File: src/rtl/imem_loader_pkg.sv
// Shared types and stream-format constants for the instruction-memory loader.
// LOADER_CHECKSUM_EN adds the CHK state and a trailing checksum byte to the stream.
package imem_loader_pkg;

    localparam int DEFAULT_ADDR_W = 8;
    localparam int BYTES_PER_WORD = 2;
    localparam int WORD_W         = BYTES_PER_WORD * 8;

    typedef enum logic [2:0] {
        HDR   = 3'd0,
        RX_HI = 3'd1,
        RX_LO = 3'd2,
`ifdef LOADER_CHECKSUM_EN
        CHK   = 3'd3,
`endif
        DONE  = 3'd4,
        ERR   = 3'd5
    } state_t;

    // A header count of zero stands for a full memory image.
    function automatic int full_count(input int addr_w);
        return 2 ** addr_w;
    endfunction

    // Counter must hold both the 8-bit header value and 2^ADDR_W.
    function automatic int cnt_width(input int addr_w);
        return ((addr_w > 8) ? addr_w : 8) + 1;
    endfunction

endpackage

File: src/rtl/imem_loader_if.sv
// Byte-stream input and instruction-memory write port of the loader.
// master = loader side, slave = stream producer / memory side.
interface imem_loader_if #(
    parameter int ADDR_W = imem_loader_pkg::DEFAULT_ADDR_W
);
    logic                              rx_valid;
    logic [7:0]                        rx_data;
    logic                              rx_ready;
    logic                              wr_en;
    logic [ADDR_W-1:0]                 wr_addr;
    logic [imem_loader_pkg::WORD_W-1:0] wr_data;

    modport master (
        input  rx_valid, rx_data,
        output rx_ready, wr_en, wr_addr, wr_data
    );

    modport slave (
        output rx_valid, rx_data,
        input  rx_ready, wr_en, wr_addr, wr_data
    );
endinterface

File: src/rtl/imem_loader_checksum.sv
// 8-bit running sum of payload bytes with clear and a zero test that
// includes the byte currently on din (used for the trailing checksum byte).
module loader_checksum (
    input  logic       clk,
    input  logic       rst,
    input  logic       clr,
    input  logic       acc,
    input  logic [7:0] din,
    output logic       total_zero
);
    logic [7:0] sum_q;
    logic [7:0] sum_d;

    always_comb begin
        sum_d = sum_q;
        if (clr) begin
            sum_d = 8'h00;
        end else if (acc) begin
            sum_d = sum_q + din;
        end
    end

    always_ff @(posedge clk or posedge rst) begin
        if (rst) begin
            sum_q <= 8'h00;
        end else begin
            sum_q <= sum_d;
        end
    end

    assign total_zero = ((sum_q + din) == 8'h00);
endmodule

File: src/rtl/imem_loader.sv
// Boot loader: turns a counted byte stream into instruction-memory writes
// and holds the core in reset until the image is in. Option: LOADER_CHECKSUM_EN.
module imem_loader
    import imem_loader_pkg::*;
#(
    parameter int ADDR_W    = DEFAULT_ADDR_W,
    parameter int BASE_ADDR = 0
) (
    input  logic          clk,
    input  logic          reset,
    imem_loader_if.master bus,
    input  logic          reload,
    output logic          core_hold,
    output logic          load_done,
    output logic          load_error
);
    localparam int                CNT_W = cnt_width(ADDR_W);
    localparam logic [ADDR_W-1:0] BASE  = ADDR_W'(BASE_ADDR);

    state_t              state_q,   state_d;
    logic [CNT_W-1:0]    cnt_q,     cnt_d;
    logic [7:0]          hi_q,      hi_d;
    logic                wr_en_q,   wr_en_d;
    logic [ADDR_W-1:0]   wr_addr_q, wr_addr_d;
    logic [WORD_W-1:0]   wr_data_q, wr_data_d;

    logic rx_state;
    logic accept;

`ifdef LOADER_CHECKSUM_EN
    logic sum_clr;
    logic sum_acc;
    logic total_zero;

    loader_checksum u_checksum (
        .clk        (clk),
        .rst        (reset),
        .clr        (sum_clr),
        .acc        (sum_acc),
        .din        (bus.rx_data),
        .total_zero (total_zero)
    );

    assign rx_state = (state_q == HDR) || (state_q == RX_HI) ||
                      (state_q == RX_LO) || (state_q == CHK);
`else
    assign rx_state = (state_q == HDR) || (state_q == RX_HI) ||
                      (state_q == RX_LO);
`endif

    // Gating with reset keeps rx_ready low while reset is held.
    assign bus.rx_ready = rx_state & ~reset;
    assign accept       = bus.rx_valid & bus.rx_ready;

    always_comb begin
        state_d   = state_q;
        cnt_d     = cnt_q;
        hi_d      = hi_q;
        wr_en_d   = 1'b0;
        wr_addr_d = wr_en_q ? (wr_addr_q + 1'b1) : wr_addr_q;
        wr_data_d = wr_data_q;
`ifdef LOADER_CHECKSUM_EN
        sum_clr   = 1'b0;
        sum_acc   = 1'b0;
`endif
        case (state_q)
            HDR: begin
                if (accept) begin
                    cnt_d   = (bus.rx_data == 8'h00) ? CNT_W'(full_count(ADDR_W))
                                                     : CNT_W'(bus.rx_data);
                    state_d = RX_HI;
                end
            end
            RX_HI: begin
                if (accept) begin
                    hi_d    = bus.rx_data;
                    state_d = RX_LO;
`ifdef LOADER_CHECKSUM_EN
                    sum_acc = 1'b1;
`endif
                end
            end
            RX_LO: begin
                if (accept) begin
                    wr_en_d   = 1'b1;
                    wr_data_d = {hi_q, bus.rx_data};
`ifdef LOADER_CHECKSUM_EN
                    sum_acc   = 1'b1;
`endif
                    if (cnt_q == CNT_W'(1)) begin
`ifdef LOADER_CHECKSUM_EN
                        state_d = CHK;
`else
                        state_d = DONE;
`endif
                    end else begin
                        cnt_d   = cnt_q - 1'b1;
                        state_d = RX_HI;
                    end
                end
            end
`ifdef LOADER_CHECKSUM_EN
            CHK: begin
                if (accept) begin
                    state_d = total_zero ? DONE : ERR;
                end
            end
`endif
            DONE, ERR: begin
                if (reload) begin
                    state_d   = HDR;
                    wr_addr_d = BASE;
`ifdef LOADER_CHECKSUM_EN
                    sum_clr   = 1'b1;
`endif
                end
            end
            default: state_d = HDR;
        endcase
    end

    always_ff @(posedge clk or posedge reset) begin
        if (reset) begin
            state_q   <= HDR;
            cnt_q     <= '0;
            hi_q      <= 8'h00;
            wr_en_q   <= 1'b0;
            wr_addr_q <= BASE;
            wr_data_q <= '0;
        end else begin
            state_q   <= state_d;
            cnt_q     <= cnt_d;
            hi_q      <= hi_d;
            wr_en_q   <= wr_en_d;
            wr_addr_q <= wr_addr_d;
            wr_data_q <= wr_data_d;
        end
    end

    assign bus.wr_en   = wr_en_q;
    assign bus.wr_addr = wr_addr_q;
    assign bus.wr_data = wr_data_q;
    assign core_hold   = (state_q != DONE);
    assign load_done   = (state_q == DONE);
`ifdef LOADER_CHECKSUM_EN
    assign load_error  = (state_q == ERR);
`else
    assign load_error  = 1'b0;
`endif
endmodule

File: src/flat_wrapper.sv
// flat-port wrapper written by rule: the top's interface ports become plain ports
module imem_loader_flat import imem_loader_pkg::*;
#(
    parameter int ADDR_W    = DEFAULT_ADDR_W,
    parameter int BASE_ADDR = 0
)
  (clk, reset, reload, core_hold, load_done, load_error, bus_rx_valid, bus_rx_data, bus_rx_ready, bus_wr_en, bus_wr_addr, bus_wr_data);
  imem_loader_if #(.ADDR_W(ADDR_W)) bus_i ();
  input  logic clk;
  input  logic reset;
  input  logic reload;
  output logic core_hold;
  output logic load_done;
  output logic load_error;
  input wire logic [$bits(bus_i.rx_valid)-1:0] bus_rx_valid;
  input wire logic [$bits(bus_i.rx_data)-1:0] bus_rx_data;
  output wire logic [$bits(bus_i.rx_ready)-1:0] bus_rx_ready;
  output wire logic [$bits(bus_i.wr_en)-1:0] bus_wr_en;
  output wire logic [$bits(bus_i.wr_addr)-1:0] bus_wr_addr;
  output wire logic [$bits(bus_i.wr_data)-1:0] bus_wr_data;
  assign bus_i.rx_valid = bus_rx_valid;
  assign bus_i.rx_data = bus_rx_data;
  assign bus_rx_ready = bus_i.rx_ready;
  assign bus_wr_en = bus_i.wr_en;
  assign bus_wr_addr = bus_i.wr_addr;
  assign bus_wr_data = bus_i.wr_data;
  imem_loader #(.ADDR_W(ADDR_W), .BASE_ADDR(BASE_ADDR)) u_core (.clk(clk), .reset(reset), .bus(bus_i), .reload(reload), .core_hold(core_hold), .load_done(load_done), .load_error(load_error));
endmodule
File: config.mk
export PLATFORM = sky130hd
export DESIGN_NAME = imem_loader_flat
export DESIGN_NICKNAME = d
export VERILOG_FILES = /design/src/rtl/imem_loader_pkg.sv /design/src/rtl/imem_loader_if.sv /design/src/rtl/imem_loader_checksum.sv /design/src/rtl/imem_loader.sv /design/src/flat_wrapper.sv
export SDC_FILE = /design/constraint.sdc
export NUM_CORES = 1
export LEC_CHECK = 0
export CAP_MARGIN = 20
export CORE_MARGIN = 8
export CORE_UTILIZATION = 40
export CTS_CLUSTER_DIAMETER = 50
export DETAILED_ROUTE_END_ITERATION = 10
export MAX_ROUTING_LAYER = met4
export SYNTH_ARGS = -nofsm -noshare
export SYNTH_HDL_FRONTEND = slang
export SYNTH_HIERARCHICAL = 1
export SYNTH_SLANG_ARGS = --single-unit
File: constraint.sdc
create_clock -name clk -period 3.1 [get_ports clk]
set_input_delay 0.465 -clock clk [delete_from_list [all_inputs] [get_ports clk]]
set_output_delay 0.465 -clock clk [all_outputs]
set_load 0.05 [all_outputs]
==> Flow_metrics.wiki <==
{| class="wikitable"
! Metric !! Value
|-
| Synth top area cells || sky130_fd_sc_hd__dfrtp_1 (54%), sky130_fd_sc_hd__mux2_2 (13%), sky130_fd_sc_hd__o21ai_0 (3.8%)
|-
| Worst-path fanout max || 6
|-
| Wire length of the first global-routing pass || 7620 µm
|-
| Die X || 88.2 µm
|-
| Most frequent cell after synthesis || sky130_fd_sc_hd__dfrtp_1
|-
| Synth async-reset ratio || 100%
|-
| Skew-Pair Late Insertion Delay || 0.30 ns
|-
| Total setup violations reported at the end of the flow || 0
|-
| Summed instance area of the synthesized netlist || 0.00208 mm²
|-
| Overall routing resource usage || 13.1%
|-
| Number of antenna violations at the first check in global routing || 0
|-
| Buffers inserted during post-CTS setup optimization || 0
|-
| Arrival time reported for the critical path endpoint || 1.88 ns
|-
| Finished Core Util || 51.6%
|-
| Area taken by multi-input logic gates || 877 µm²
|-
| Accumulated negative setup slack || 0 ns
|-
| Min-delay worst type || flop to flop
|-
| Worst-case vdd ir drop || 0.535 mV
|-
| Synth-to-layout area growth || 25.7%
|-
| Highest clock rate || 0.427 GHz
|-
| Synthesized instance count || 185
|-
| Worst Skew || 0.00642 ns
|-
| YS warnings || 6
|-
| Die Y-Extent || 88.2 µm
|-
| Number of sinks driven by the clock tree || 45
|-
| Core area || 0.00507 mm²
|-
| Total clock buffers created by CTS || 5
|-
| Antenna cells || 0
|-
| Number of nets in the layout || 240
|-
| Routed wire length || 4490 µm
|-
| IO Port Bufs || 39
|-
| Primary FF master, synth || sky130_fd_sc_hd__dfrtp_1
|-
| Static leakage || 1.13 nW
|-
| Detail-routed via count per cell || 5.18
|-
| Library cell used as clock root buffer || sky130_fd_sc_hd__clkbuf_8
|-
| Actual transition at the worst max-transition pin || 0.576 ns
|-
| Number of remaining DRC errors || 0
|-
| Flip-flop and latch count after synthesis || 45
|-
| Run status || finished clean
|-
| CP Launch Type || flop
|-
| Number of enable-type register cells in the synthesized netlist || 0
|-
| First-pass DRT Iterations || 5
|-
| Final-report max-slew violation count || 0
|-
| Final count of hold timing violations || 0
|-
| Cells after DPL || 288
|-
| Count of distinct cell types in the synthesized netlist || 40
|-
| Required time of the worst setup path || 2.63 ns
|-
| Routed wirelength normalized by instance count || 15.2 µm
|-
| Final min period || 2.34 ns
|-
| Maximum number of pins on one net before global-route repair || 46
|-
| HPWL Detailed || 3150 µm
|-
| Cell Pwr Density || 1030 mW/mm²
|-
| Cell type with the highest aggregate area in the netlist || sky130_fd_sc_hd__dfrtp_1
|-
| Clock tree from TritonCTS || built
|-
| Critical path endpoint category || primary output
|-
| Post-synth top area share || 54.0%
|-
| Syn avg cell area || 11.3 µm²
|-
| Starting density of the core || 41.1%
|-
| Synth Net Count || 200
|-
| Top-Level Pins || 41
|-
| Post-CTS Resized || 0
|-
| Drt first-iter violations || 48
|-
| Worst hold slack across all endpoints || 0.508 ns
|-
| List of most frequent post-synthesis cells || sky130_fd_sc_hd__dfrtp_1 (45), sky130_fd_sc_hd__mux2_2 (24), sky130_fd_sc_hd__nor2_1 (20), sky130_fd_sc_hd__o21ai_0 (16)
|-
| Clock slew at the register clock pins of the worst setup and hold paths || 0.08 ns
|-
| Via count || 1532
|-
| Number of nets with antenna violations after routing || 0
|-
| Number of global-route vias before repair || 1553
|-
| Class of the most critical setup path || flop to primary output
|-
| Area of placed instances || 0.00252 mm²
|-
| Die Area || 0.00778 mm²
|-
| Count of hold buffers inserted by post-cts repair || 0
|-
| Part of the cycle the worst path needs || 75.5%
|-
| Share of cells above drive strength 1 || 18.6%
|-
| Number of max-cap violations || 0
|-
| Maximum clock path buffer count || 2
|-
| Storage cell area || 0.00113 mm²
|-
| Worst slew margin relative to its limit || 61.4%
|-
| Sequential area share after synthesis || 54.0%
|-
| Gpl congestion || 0.859
|-
| Finished layout cell area || 0.00262 mm²
|-
| Count of placed standard cells in the final layout, fillers left out || 296
|-
| Number of levels the H-tree was split into || 2
|-
| GRT Residual Overflow || 0
|-
| Filler cell count in the final layout || 467
|-
| Site Rows || 26
|-
| RSZ-0062 raised after global routing || false
|}
layout make-up:
| class | count | share of cell area [%] |
|---|---|---|
| Clock inverter | 2 | 0.525 |
| Timing Repair Buffer | 41 | 15.4 |
| Sequential cell | 45 | 43.0 |
| Clock buffer | 6 | 3.15 |
| Tap cell | 70 | 3.34 |
| Inverter | 8 | 1.15 |
| Multi-Input combinational cell | 124 | 33.5 |
cells by family after synthesis:
family | Yosys count | synth area share (%)
flip-flops | 45 | 54.0
AO/OA/AOI/OAI | 36 | 10.5
other | 1 | 0.180
XOR/XNOR | 6 | 2.52
buffers and inverters | 16 | 3.90
adder cells (fa/ha/maj) | 3 | 1.80
multiplexers | 25 | 13.4
AND/OR/NAND/NOR | 53 | 13.6
worst paths after layout:
path,from,to,slack [ns],depth (start not counted)
max,u_core/state_q[1],load_done,0.76,3
min,u_core/bus.wr_data[4],u_core/bus.wr_data[4],0.51,1
max reg2reg,u_core/state_q[2],u_core/cnt_q[0],1.20,3
min reg2reg,u_core/bus.wr_data[4],u_core/bus.wr_data[4],0.51,1
max in group asynchronous,reset,u_core/state_q[1],2.02,3
min in group asynchronous,reset,u_core/bus.wr_addr[7],0.68,3
per-layer routing:
| metal | vias up | GRT usage (%) | part of all wire [%] |
|---|---|---|---|
| met4 | 0 | 3.69 | 0.71 |
| met5 | - | - | 0 |
| met1 | 761 | 16.5 | 46 |
| met3 | 2 | 4.13 | 6.1 |
| met2 | 37 | 19.8 | 47 |
| li1 | 732 | - | - |
registers in the layout, summed over array words and instances (netlist names):
register	count
u_core/bus.wr_addr	8
u_core/bus.wr_data	16
u_core/bus.wr_en	1
u_core/cnt_q	9
u_core/hi_q	8
u_core/state_q	3
stage by stage:
stage | setup slack (ns) | power (mW)
after global placement | 0.711 | 2.35
after global routing | 0.634 | 2.88
after floorplan | 0.270 | 1.92
after detailed placement | 0.710 | 2.35
final | 0.759 | 2.71
after CTS | 0.743 | 2.74
worst max-delay path, cell delays in order (launching register included):
cell and delay, ns:
sky130_fd_sc_hd__dfrtp_1 0.42, sky130_fd_sc_hd__nand2b_1 0.20, sky130_fd_sc_hd__nor2_1 0.13, sky130_fd_sc_hd__clkdlybuf4s50_1 0.83
report_power, final:
group	internal (mW)	switching [mW]
clock network	0.181	0.197
registers	0.838	0.189
logic	0.485	0.817
layout by cell type, fill, tap and decap left out, types with 2 or more instances in the layout:
cell / count
sky130_fd_sc_hd__clkdlybuf4s50_1: 38
sky130_fd_sc_hd__a31oi_1: 4
sky130_fd_sc_hd__inv_1: 7
sky130_fd_sc_hd__xor2_1: 3
sky130_fd_sc_hd__nand4_1: 2
sky130_fd_sc_hd__nand2_1: 6
sky130_fd_sc_hd__dfrtp_1: 45
sky130_fd_sc_hd__o21ai_0: 16
sky130_fd_sc_hd__and3_1: 2
sky130_fd_sc_hd__mux2_2: 24
sky130_fd_sc_hd__nor2_1: 20
sky130_fd_sc_hd__nor4_1: 2
sky130_fd_sc_hd__nand2b_1: 2
sky130_fd_sc_hd__a21oi_1: 8
sky130_fd_sc_hd__ha_1: 3
sky130_fd_sc_hd__nor3_1: 4
sky130_fd_sc_hd__clkbuf_8: 6
sky130_fd_sc_hd__buf_4: 3
sky130_fd_sc_hd__nand3_1: 5
sky130_fd_sc_hd__nor3_2: 2
sky130_fd_sc_hd__xnor2_1: 3
No activity file was read; power rests on OpenSTA's default activity.
